## src/rtl/if_stage_if.sv

```systemverilog
// Fetch-stage bus: hazard/redirect controls, ROM address/data and the IF/ID register outputs.
// IRQ/IrqAck are present only when FETCH_EXCEPTION_EN is defined.
`default_nettype none

interface if_stage_if;
  logic        Stall;
  logic        Flush;
  logic        Jump;
  logic [31:0] JumpTarget;
  logic        BranchTaken;
  logic [31:0] BranchTarget;
  logic [31:0] InstAddr;
  logic [31:0] Instruction;
  logic [31:0] IF_ID_PC4;
  logic [31:0] IF_ID_Instr;
  logic        IF_ID_Valid;
`ifdef FETCH_EXCEPTION_EN
  logic        IRQ;
  logic        IrqAck;
`endif

  // master drives the stage (pipeline control + ROM), slave is the fetch stage itself
  modport master (
    output Stall, Flush, Jump, JumpTarget, BranchTaken, BranchTarget, Instruction,
`ifdef FETCH_EXCEPTION_EN
    output IRQ,
    input  IrqAck,
`endif
    input  InstAddr, IF_ID_PC4, IF_ID_Instr, IF_ID_Valid
  );

  modport slave (
    input  Stall, Flush, Jump, JumpTarget, BranchTaken, BranchTarget, Instruction,
`ifdef FETCH_EXCEPTION_EN
    input  IRQ,
    output IrqAck,
`endif
    output InstAddr, IF_ID_PC4, IF_ID_Instr, IF_ID_Valid
  );
endinterface

`default_nettype wire

```

## src/rtl/if_stage.sv

```systemverilog
// if_stage: MIPS instruction fetch - PC register, next-PC selection and IF/ID pipeline register.
// Optional interrupt entry at fetch is enabled by defining FETCH_EXCEPTION_EN.
`default_nettype none

module if_stage #(
  parameter logic [31:0] RESET_PC   = 32'h0000_0000,
  parameter logic [31:0] NOP_INSTR  = 32'h0000_0000,
  parameter logic [31:0] IRQ_VECTOR = 32'h8000_0004
) (
  input  logic       clk,
  input  logic       reset,
  if_stage_if.slave  bus
);

  logic [31:0] pc;
  logic [31:0] pc_next;
  logic [31:0] pc_plus4;
  logic [31:0] ifid_pc4;
  logic [31:0] ifid_instr;
  logic        ifid_valid;
  logic        irq_taken;
  logic        squash;

  assign pc_plus4 = pc + 32'd4;

`ifdef FETCH_EXCEPTION_EN
  logic irq_ack;

  // PC[31] marks kernel mode; interrupts are not re-entered from the handler
  assign irq_taken = bus.IRQ & ~pc[31];

  always_ff @(posedge clk) begin
    if (reset) irq_ack <= 1'b0;
    else       irq_ack <= irq_taken;
  end

  assign bus.IrqAck = irq_ack;
`else
  logic unused_irq_vector;

  assign irq_taken         = 1'b0;
  assign unused_irq_vector = ^IRQ_VECTOR;
`endif

  assign squash = bus.Flush | bus.BranchTaken | bus.Jump | irq_taken;

  // The branch sits in EX and is older than the jump in ID, so it wins; redirects ignore Stall.
  always_comb begin
    pc_next = pc_plus4;
    if (irq_taken)            pc_next = IRQ_VECTOR;
    else if (bus.BranchTaken) pc_next = bus.BranchTarget;
    else if (bus.Jump)        pc_next = bus.JumpTarget;
    else if (bus.Stall)       pc_next = pc;
  end

  always_ff @(posedge clk) begin
    if (reset) pc <= RESET_PC;
    else       pc <= pc_next;
  end

  always_ff @(posedge clk) begin
    if (reset) begin
      ifid_pc4   <= 32'h0000_0000;
      ifid_instr <= NOP_INSTR;
      ifid_valid <= 1'b0;
    end else if (squash) begin
      ifid_pc4   <= pc_plus4;
      ifid_instr <= NOP_INSTR;
      ifid_valid <= 1'b0;
    end else if (!bus.Stall) begin
      ifid_pc4   <= pc_plus4;
      ifid_instr <= bus.Instruction;
      ifid_valid <= 1'b1;
    end
  end

  assign bus.InstAddr    = pc;
  assign bus.IF_ID_PC4   = ifid_pc4;
  assign bus.IF_ID_Instr = ifid_instr;
  assign bus.IF_ID_Valid = ifid_valid;

endmodule

`default_nettype wire

```

## src/flat_wrapper.sv

```systemverilog
// flat-port wrapper written by rule: the top's interface ports become plain ports
module if_stage_flat 
#(
  parameter logic [31:0] RESET_PC   = 32'h0000_0000,
  parameter logic [31:0] NOP_INSTR  = 32'h0000_0000,
  parameter logic [31:0] IRQ_VECTOR = 32'h8000_0004
)
  (clk, reset, bus_Stall, bus_Flush, bus_Jump, bus_JumpTarget, bus_BranchTaken, bus_BranchTarget, bus_Instruction, bus_InstAddr, bus_IF_ID_PC4, bus_IF_ID_Instr, bus_IF_ID_Valid);
  if_stage_if bus_i ();
  input  logic clk;
  input  logic reset;
  input wire logic [$bits(bus_i.Stall)-1:0] bus_Stall;
  input wire logic [$bits(bus_i.Flush)-1:0] bus_Flush;
  input wire logic [$bits(bus_i.Jump)-1:0] bus_Jump;
  input wire logic [$bits(bus_i.JumpTarget)-1:0] bus_JumpTarget;
  input wire logic [$bits(bus_i.BranchTaken)-1:0] bus_BranchTaken;
  input wire logic [$bits(bus_i.BranchTarget)-1:0] bus_BranchTarget;
  input wire logic [$bits(bus_i.Instruction)-1:0] bus_Instruction;
  output wire logic [$bits(bus_i.InstAddr)-1:0] bus_InstAddr;
  output wire logic [$bits(bus_i.IF_ID_PC4)-1:0] bus_IF_ID_PC4;
  output wire logic [$bits(bus_i.IF_ID_Instr)-1:0] bus_IF_ID_Instr;
  output wire logic [$bits(bus_i.IF_ID_Valid)-1:0] bus_IF_ID_Valid;
  assign bus_i.Stall = bus_Stall;
  assign bus_i.Flush = bus_Flush;
  assign bus_i.Jump = bus_Jump;
  assign bus_i.JumpTarget = bus_JumpTarget;
  assign bus_i.BranchTaken = bus_BranchTaken;
  assign bus_i.BranchTarget = bus_BranchTarget;
  assign bus_i.Instruction = bus_Instruction;
  assign bus_InstAddr = bus_i.InstAddr;
  assign bus_IF_ID_PC4 = bus_i.IF_ID_PC4;
  assign bus_IF_ID_Instr = bus_i.IF_ID_Instr;
  assign bus_IF_ID_Valid = bus_i.IF_ID_Valid;
  if_stage #(.RESET_PC(RESET_PC), .NOP_INSTR(NOP_INSTR), .IRQ_VECTOR(IRQ_VECTOR)) u_core (.clk(clk), .reset(reset), .bus(bus_i));
endmodule
```

## config.mk

```make
export PLATFORM = sky130hd
export DESIGN_NAME = if_stage_flat
export DESIGN_NICKNAME = d
export VERILOG_FILES = /design/src/rtl/if_stage_if.sv /design/src/rtl/if_stage.sv /design/src/flat_wrapper.sv
export SDC_FILE = /design/constraint.sdc
export NUM_CORES = 1
export LEC_CHECK = 0
export CAP_MARGIN = 20
export CELL_PAD_IN_SITES_DETAIL_PLACEMENT = 1
export CELL_PAD_IN_SITES_GLOBAL_PLACEMENT = 2
export CORE_MARGIN = 5
export CORE_UTILIZATION = 25
export CTS_CLUSTER_DIAMETER = 80
export DETAILED_ROUTE_END_ITERATION = 16
export PLACE_DENSITY = 0.95
export SLEW_MARGIN = 40
export SYNTH_ARGS = -nofsm -noshare
export SYNTH_HDL_FRONTEND = slang
export SYNTH_SLANG_ARGS = --single-unit
export TNS_END_PERCENT = 10
```

## constraint.sdc

```tcl
create_clock -name clk -period 3.51 [get_ports clk]
set_input_delay 0.702 -clock clk [delete_from_list [all_inputs] [get_ports clk]]
set_output_delay 0.702 -clock clk [all_outputs]
set_load 0.1 [all_outputs]
```

==> metrics.md, run 1 <==
| Metric | Value |
|---|---|
| Max VDD drop | between 0.0002 and 0.00025 V |
| Final Hold Fails | 0 |
| TNS Setup | 0 ps |
| Worst path top cell family by delay | simple AND/OR/NAND/NOR gates |
| CTS root buf | clkbuf_16 |
| Pwr dens | 491.3 nW/um^2 |
| Cell Chain, Critical Path | clkdlybuf4s50_1, buf_4, nor2_2, nand2_1, or2_2, a21oi_1 |
| Syn Area/Cell | approximately 8.5 um^2 |
| I/O Buffers | 198 |
| Area Growth Syn to Fin | 45.27% |
| Req. time, crit path | roughly 3800 ps |
| CTS buffer count | 9 |
| Seq pwr share | between 30 and 40% |
| DRT iter0 DRCs | roughly 200 |
| WS Path Type | input port to flop |
| Ant diodes | 0 |
| Via density | around 5 |
| Status | completed |
| Crit path max fanout | 33 |
| Minimum clock period after layout | 2610 ps |
| Worst path slowest cell | or2_2 |
| Clock Tree Buf Depth | 2 |
| Net switching power | around 1.1 mW |
| Yosys Warn Count | 0 |
| Synth unique cells | 56 |
| Hold crit path type | flop to flop |
| Layout Skew | roughly 8.4 ps |
| Cells after synthesis | 553 |
| Top cells by area, synth | dfxtp_1, mux2i_1, nor2_1 |
| Crit. End Element | flop |
| Clock latency at the later pin of the worst-skew pair | between 300 and 400 ps |
| CTS tree | yes |
| Final worst-path cycle share | about three quarters |
| CP max stage delay | approximately 570 ps |
| Crit path arrival time | 2890 ps |
| R2R setup slack | about 1000 ps |
| WP buf/inv | 2 |
| Post-synthesis sequential area ratio | approximately two fifths |
| Max_cap viols | 0 |
| Post-CTS sizing | 0 |
| Register bit total from synthesis | between 90 and 100 |
| Slew @ Worst Pin | around 750 ps |
| RSZ-0062 raised after global routing | false |
| Die area | 21600 um^2 |
| Setup crit start kind | input port |
| Setup violators final | 0 |
| Vias in the first global route | 4910 |
| Pin count of the biggest net entering global routing | 60 |
| Pint | approximately 2.2 mW |
| Synth async-reset ratio | 0% |
| Synth Net Count | 656 |
| Total clock sinks | 97 |
| First-pass GRT wire length | 28130 um |
| Total gr overflow | 0 |
| Core area | roughly 19000 um^2 |
| Post-DP HPWL | 13540 um |
| # Post-CTS Setup Buffers | 0 |
| Final total power | about 3.3 mW |
| Sw Share | 32.97% |
| Die Width | between 100 and 150 um |
| Net count reported at finish | 827 |
| Initial antenna violation count | 0 |
| Gr usage total | between 10% and 20% |
| Initial cell density of the core | 25.25% |
| Site Rows | 50 |
| Slew margin rel. | 50.30% |
| Share of layout cells above drive strength 1 | 18.24% |
| GPL Wtd Cong | 0.7772 |
| Max Fclk | roughly 0.38 GHz |
| Io pins | a little under 200 |
| Depth of the CTS H-tree | 3 |
| Via count | 4747 |
| DRC viols | 0 |
| Total wire length | 18100 um |
| Post-Syn Area | 4691 um^2 |
| Gate power share | around a quarter |
| DRT Pass-1 Iters | 4 |
| Post-synth top area share | between 40% and 50% |
| Avg WL per Cell | 18.80 um |
| Ys flop type | dfxtp_1 |
| Clock group share of total power | between 30% and 40% |
| Static Leak | around 2.8 nW |
| Area leader, netlist | dfxtp_1 |
| Worst-path clk slew | about 70 ps |
| DRT antenna net count | 0 |
| Die Y | ~150 um |
| Cts hold-fix bufs | 0 |
| Post-synth EDFFs | 0 |
| Final slew viol count | 0 |
## tightest hold or removal path: cells and delay by family (launching register included)
family | cells | cell delay, ps
DFF | 1 | 310
buffers and inverters | 1 | 40
AOI/OAI and AO/OA | 1 | 50
## cell families (layout without fill, tap and decap cells)
kind of cell | after synthesis | in the layout | share of synthesized area, %
simple gates | 197 | 197 | 20.01
compound gates | 119 | 119 | 17.02
flops | 97 | 97 | 41.40
buf+inv | 59 | 235 | 5.335
xor+xnor | 41 | 41 | 7.655
mux | 39 | 39 | 8.322
fa+ha+maj | 1 | 1 | 0.2667
## final timing paths
kind	startpoint	end	cells after the start
setup / recovery	bus_Jump	u_core.bus.IF_ID_Valid$_SDFFE_PP0N_	6
hold / removal	u_core.bus.IF_ID_Valid$_SDFFE_PP0N_	u_core.bus.IF_ID_Valid$_SDFFE_PP0N_	2
setup reg to reg	u_core.bus.InstAddr[2]$_SDFFE_PP0P_	u_core.bus.IF_ID_PC4[28]$_SDFFE_PP0P_	6
hold reg to reg	u_core.bus.IF_ID_Valid$_SDFFE_PP0N_	u_core.bus.IF_ID_Valid$_SDFFE_PP0N_	2
## power by group through the flow
stage                     sequential (mW)  combinational, mW  clock (mW)
after floorplan                      1.61              0.207           0
after global placement               1.25              0.849           0
after detailed placement             1.25              0.832           0
after CTS                            1.22              0.835        1.33
after global routing                 1.23              0.867        1.38
final                                1.22              0.827        1.30
## cells in the final DEF (no fill, tap or decap), drive strengths merged, types with 5 or more instances in the layout
master         instances
nor4                   7
bufinv                 5
xnor2                 22
o21ai                 17
clkdlybuf4s50         99
nand4                  6
nand2                 27
xor2                  19
a211oi                40
nor2                  97
o22ai                 10
a21oi                 27
mux2i                 39
dfxtp                 97
nor3                  18
clkbuf                 9
buf                  106
nand3                 18
inv                   14
## registers in the layout, summed over array words and instances, names as in the netlist
register / count
u_core.bus.IF_ID_Instr: 32
u_core.bus.InstAddr: 32
u_core.bus.IF_ID_PC4: 32
u_core.bus.IF_ID_Valid: 1
## cell type report
cell class	instances	area, um^2
repair buffers	205	1637
flip-flops and latches	97	1942
multi-input cells	397	2501
fillers	2128	11770
clock inverters	7	163.9
clock buffers	9	225.2
well taps	234	292.8
inverters	14	52.55
## Yosys cell counts, types with 2 or more instances
master,count
dfxtp_1,97
nor2_1,96
a211oi_1,40
mux2i_1,39
a21oi_1,27
nand2_1,27
clkbuf_1,24
xnor2_1,22
xor2_1,19
nand3_1,18
nor3_1,18
o21ai_0,17
inv_1,13
buf_2,11
o22ai_1,10
buf_1,7
nand4_1,5
nor4_1,5
and4_1,4
a221oi_1,3
and3_1,3
nand4b_1,3
o21a_1,3
or2_2,3
a211o_1,2
a221o_1,2
a22oi_1,2
and2_1,2
buf_4,2
nor4_2,2
o31a_1,2
## metrics by stage
step	utilization [%]	area [um^2]	worst slack [ps]	instances	hold WS [ps]
2_1_floorplan	-	4691	616.7	553	449.0
3_3_place_gp	36.13	6713	615.5	947	437.3
3_5_place_dp	34.58	6425	512.1	947	441.0
4_1_cts	36.67	6814	885.7	963	451.8
5_1_grt	36.67	6814	724.4	963	487.8
6_report	36.67	6814	900.1	963	448.3
## routing by layer
layer  global-route usage [%]  wire length [um]  share of wire [%]  vias to the layer above
li1                         -                 -                  -                     2306
met1                    20.08              7517                 42                     2269
met2                    27.61              8789                 49                      146
met3                    5.028              1288                7.1                       26
met4                    6.291               507                2.8                        0
met5                        0                 0                  0                        -
Power figures use the tool's default switching activity.
==> run 2, diff against run 1 <==
--- a/config.mk
+++ b/config.mk
@@ -9,10 +9,10 @@
 export CELL_PAD_IN_SITES_DETAIL_PLACEMENT = 1
 export CELL_PAD_IN_SITES_GLOBAL_PLACEMENT = 2
 export CORE_MARGIN = 5
-export CORE_UTILIZATION = 25
+export CORE_UTILIZATION = 24
 export CTS_CLUSTER_DIAMETER = 80
 export DETAILED_ROUTE_END_ITERATION = 16
-export PLACE_DENSITY = 0.95
+export PLACE_DENSITY = 0.92
 export SLEW_MARGIN = 40
 export SYNTH_ARGS = -nofsm -noshare
 export SYNTH_HDL_FRONTEND = slang
==> constraint.sdc (replaced) <==
create_clock -name clk -period 2.68 [get_ports clk]
set_input_delay 0.536 -clock clk [delete_from_list [all_inputs] [get_ports clk]]
set_output_delay 0.536 -clock clk [all_outputs]
set_load 0.1 [all_outputs]
==> run 2 against run 1 <==
  * Sequential power increased by 31%
  * Critical path depth unchanged
  * Via count increased by 0.99%
  * First-iteration DRC count increased by 17%
  * Total power increased by 19%
  * Flip-flop and latch count unchanged
  * Register-to-register slack got worse by 660 ps
  * Global-route usage decreased by 0.22 points
  * Die area increased by 3.9%
  * Worst hold slack improved by 11 ps
  * Wire length increased by 3.5%
  * Combinational power increased by 35%
  * Critical endpoint is now u_core.bus.IF_ID_PC4[26]$_SDFFE_PP0P_
  * Critical path type is now flop to flop
==> metrics.md, run 2 (synthesis gave the netlist of run 1 again) <==
| Metric | Value |
|---|---|
| Status | completed |
| Crit path arrival time | roughly 2600 ps |
| Post-DP HPWL | 14330 um |
| Post-CTS sizing | 0 |
| Most common cell after layout, fill and taps aside | buf_4 |
| Depth of the CTS H-tree | 3 |
| DRT iter0 DRCs | about 230 |
| Initial antenna violation count | 1 |
| Req. time, crit path | 2950 ps |
| Die area | 22440 um^2 |
| Final core occ | 36.20% |
| # Post-CTS Setup Buffers | 0 |
| Total wire length | 18740 um |
| Pin count of the biggest net entering global routing | between 60 and 70 |
| Static Leak | 2.834 nW |
| DRT Pass-1 Iters | 4 |
| Io pins | approximately 200 |
| Hold crit path type | flop to flop |
| Core area | about 19000 um^2 |
| Slew margin rel. | a little over half |
| Commonest cells after routing, fill and taps aside | buf_4, clkdlybuf4s50_1, nor2_1 |
| GPL Wtd Cong | a little under 0.8 |
| Avg WL per Cell | ~19 um |
| Site Rows | 51 |
| Clock latency at the later pin of the worst-skew pair | ~360 ps |
| DRT antenna net count | 0 |
| I/O Buffers | slightly below 200 |
| Crit path max fanout | 8 |
| Gr usage total | between 10% and 20% |
| Pwr dens | about 570 nW/um^2 |
| Final worst-path cycle share | between 80 and 90% |
| Max VDD drop | just over 0.0004 V |
| WS Path Type | flop to flop |
| Via count | 4794 |
| TNS Setup | 0 ps |
| Final slew viol count | 0 |
| Vias in the first global route | between 4000 and 5000 |
| Area Growth Syn to Fin | 49.21% |
| Die Width | approximately 150 um |
| Setup crit start kind | flop |
| Total clock sinks | between 90 and 100 |
| Die Y | about 150 um |
| Final Hold Fails | 0 |
| First-pass GRT wire length | about 29000 um |
| Max Fclk | between 0.4 and 0.5 GHz |
| Final total power | approximately 4 mW |
| Minimum clock period after layout | 2302 ps |
| Ant diodes | 0 |
| Total gr overflow | 0 |
| Initial cell density of the core | 24.26% |
| Slew @ Worst Pin | around 720 ps |
| Via density | approximately 4.8 |
| CTS root buf | clkbuf_16 |
| Max_cap viols | 0 |
| Worst-path clk slew | 80 ps |
| Net count reported at finish | 840 |
| RSZ-0062 raised after global routing | false |
| Cts hold-fix bufs | 0 |
| Share of layout cells above drive strength 1 | roughly a fifth |
| DRC viols | 0 |
| Layout Skew | between 10 and 15 ps |
| CTS tree | yes |
| Clock Tree Buf Depth | 2 |
| Setup violators final | 0 |
| Crit. End Element | flop |
| CTS buffer count | 9 |
-- run 2: layer usage --
layer  vias up  share of wire (%)  track usage [%]
met1      2272                 42            20.61
met2       156                 48            26.56
met4         2                3.3            6.221
met5         -              0.037                0
li1       2328                  -                -
met3        36                7.2            4.452
-- run 2: worst paths after layout --
check / to / slack, ps / startpoint / cells after the start
max: u_core.bus.IF_ID_PC4[26]$_SDFFE_PP0P_ / 380 / u_core.bus.InstAddr[2]$_SDFFE_PP0P_ / 6
min: u_core.bus.IF_ID_Valid$_SDFFE_PP0N_ / 460 / u_core.bus.IF_ID_Valid$_SDFFE_PP0N_ / 2
max reg2reg: u_core.bus.IF_ID_PC4[26]$_SDFFE_PP0P_ / 380 / u_core.bus.InstAddr[2]$_SDFFE_PP0P_ / 6
min reg2reg: u_core.bus.IF_ID_Valid$_SDFFE_PP0N_ / 460 / u_core.bus.IF_ID_Valid$_SDFFE_PP0N_ / 2
-- run 2: layout make-up --
| class | instances | area (um^2) |
|---|---|---|
| clock inverter | 7 | 53.80 |
| tap | 265 | 331.6 |
| multi-input combinational | 397 | 2499 |
| inverter | 14 | 52.55 |
| timing repair buffer | 218 | 1892 |
| clock buffer | 9 | 225.2 |
| sequential | 97 | 1946 |
| fill | 2288 | 12340 |
-- run 2: worst max-delay path, stage by stage (launching register included) --
cell and delay (ps):
dfxtp_2 420, ha_1 260, nand4_2 190, or2_1 420, or4_4 570, xnor2_1 140, a211oi_1 210
-- run 2: stage by stage --
step                setup WS (ps)  hold slack (ps)  instances  area (um^2)
global route                244.1            492.8       1007         6999
global placement            340.1            439.0        991         6720
CTS                         352.8            464.5       1007         6999
floorplan                   45.57            449.0        553         4695
detailed placement          251.4            451.9        991         6720
finish                      378.1            459.4       1007         6999
-- run 2: where the power goes --
group / switching, mW / internal (mW) / total [mW]
clock network: 0.634 / 0.638 / 1.27
registers: 0.0843 / 1.51 / 1.60
logic: 0.772 / 0.350 / 1.12
total: 1.49 / 2.50 / 3.99
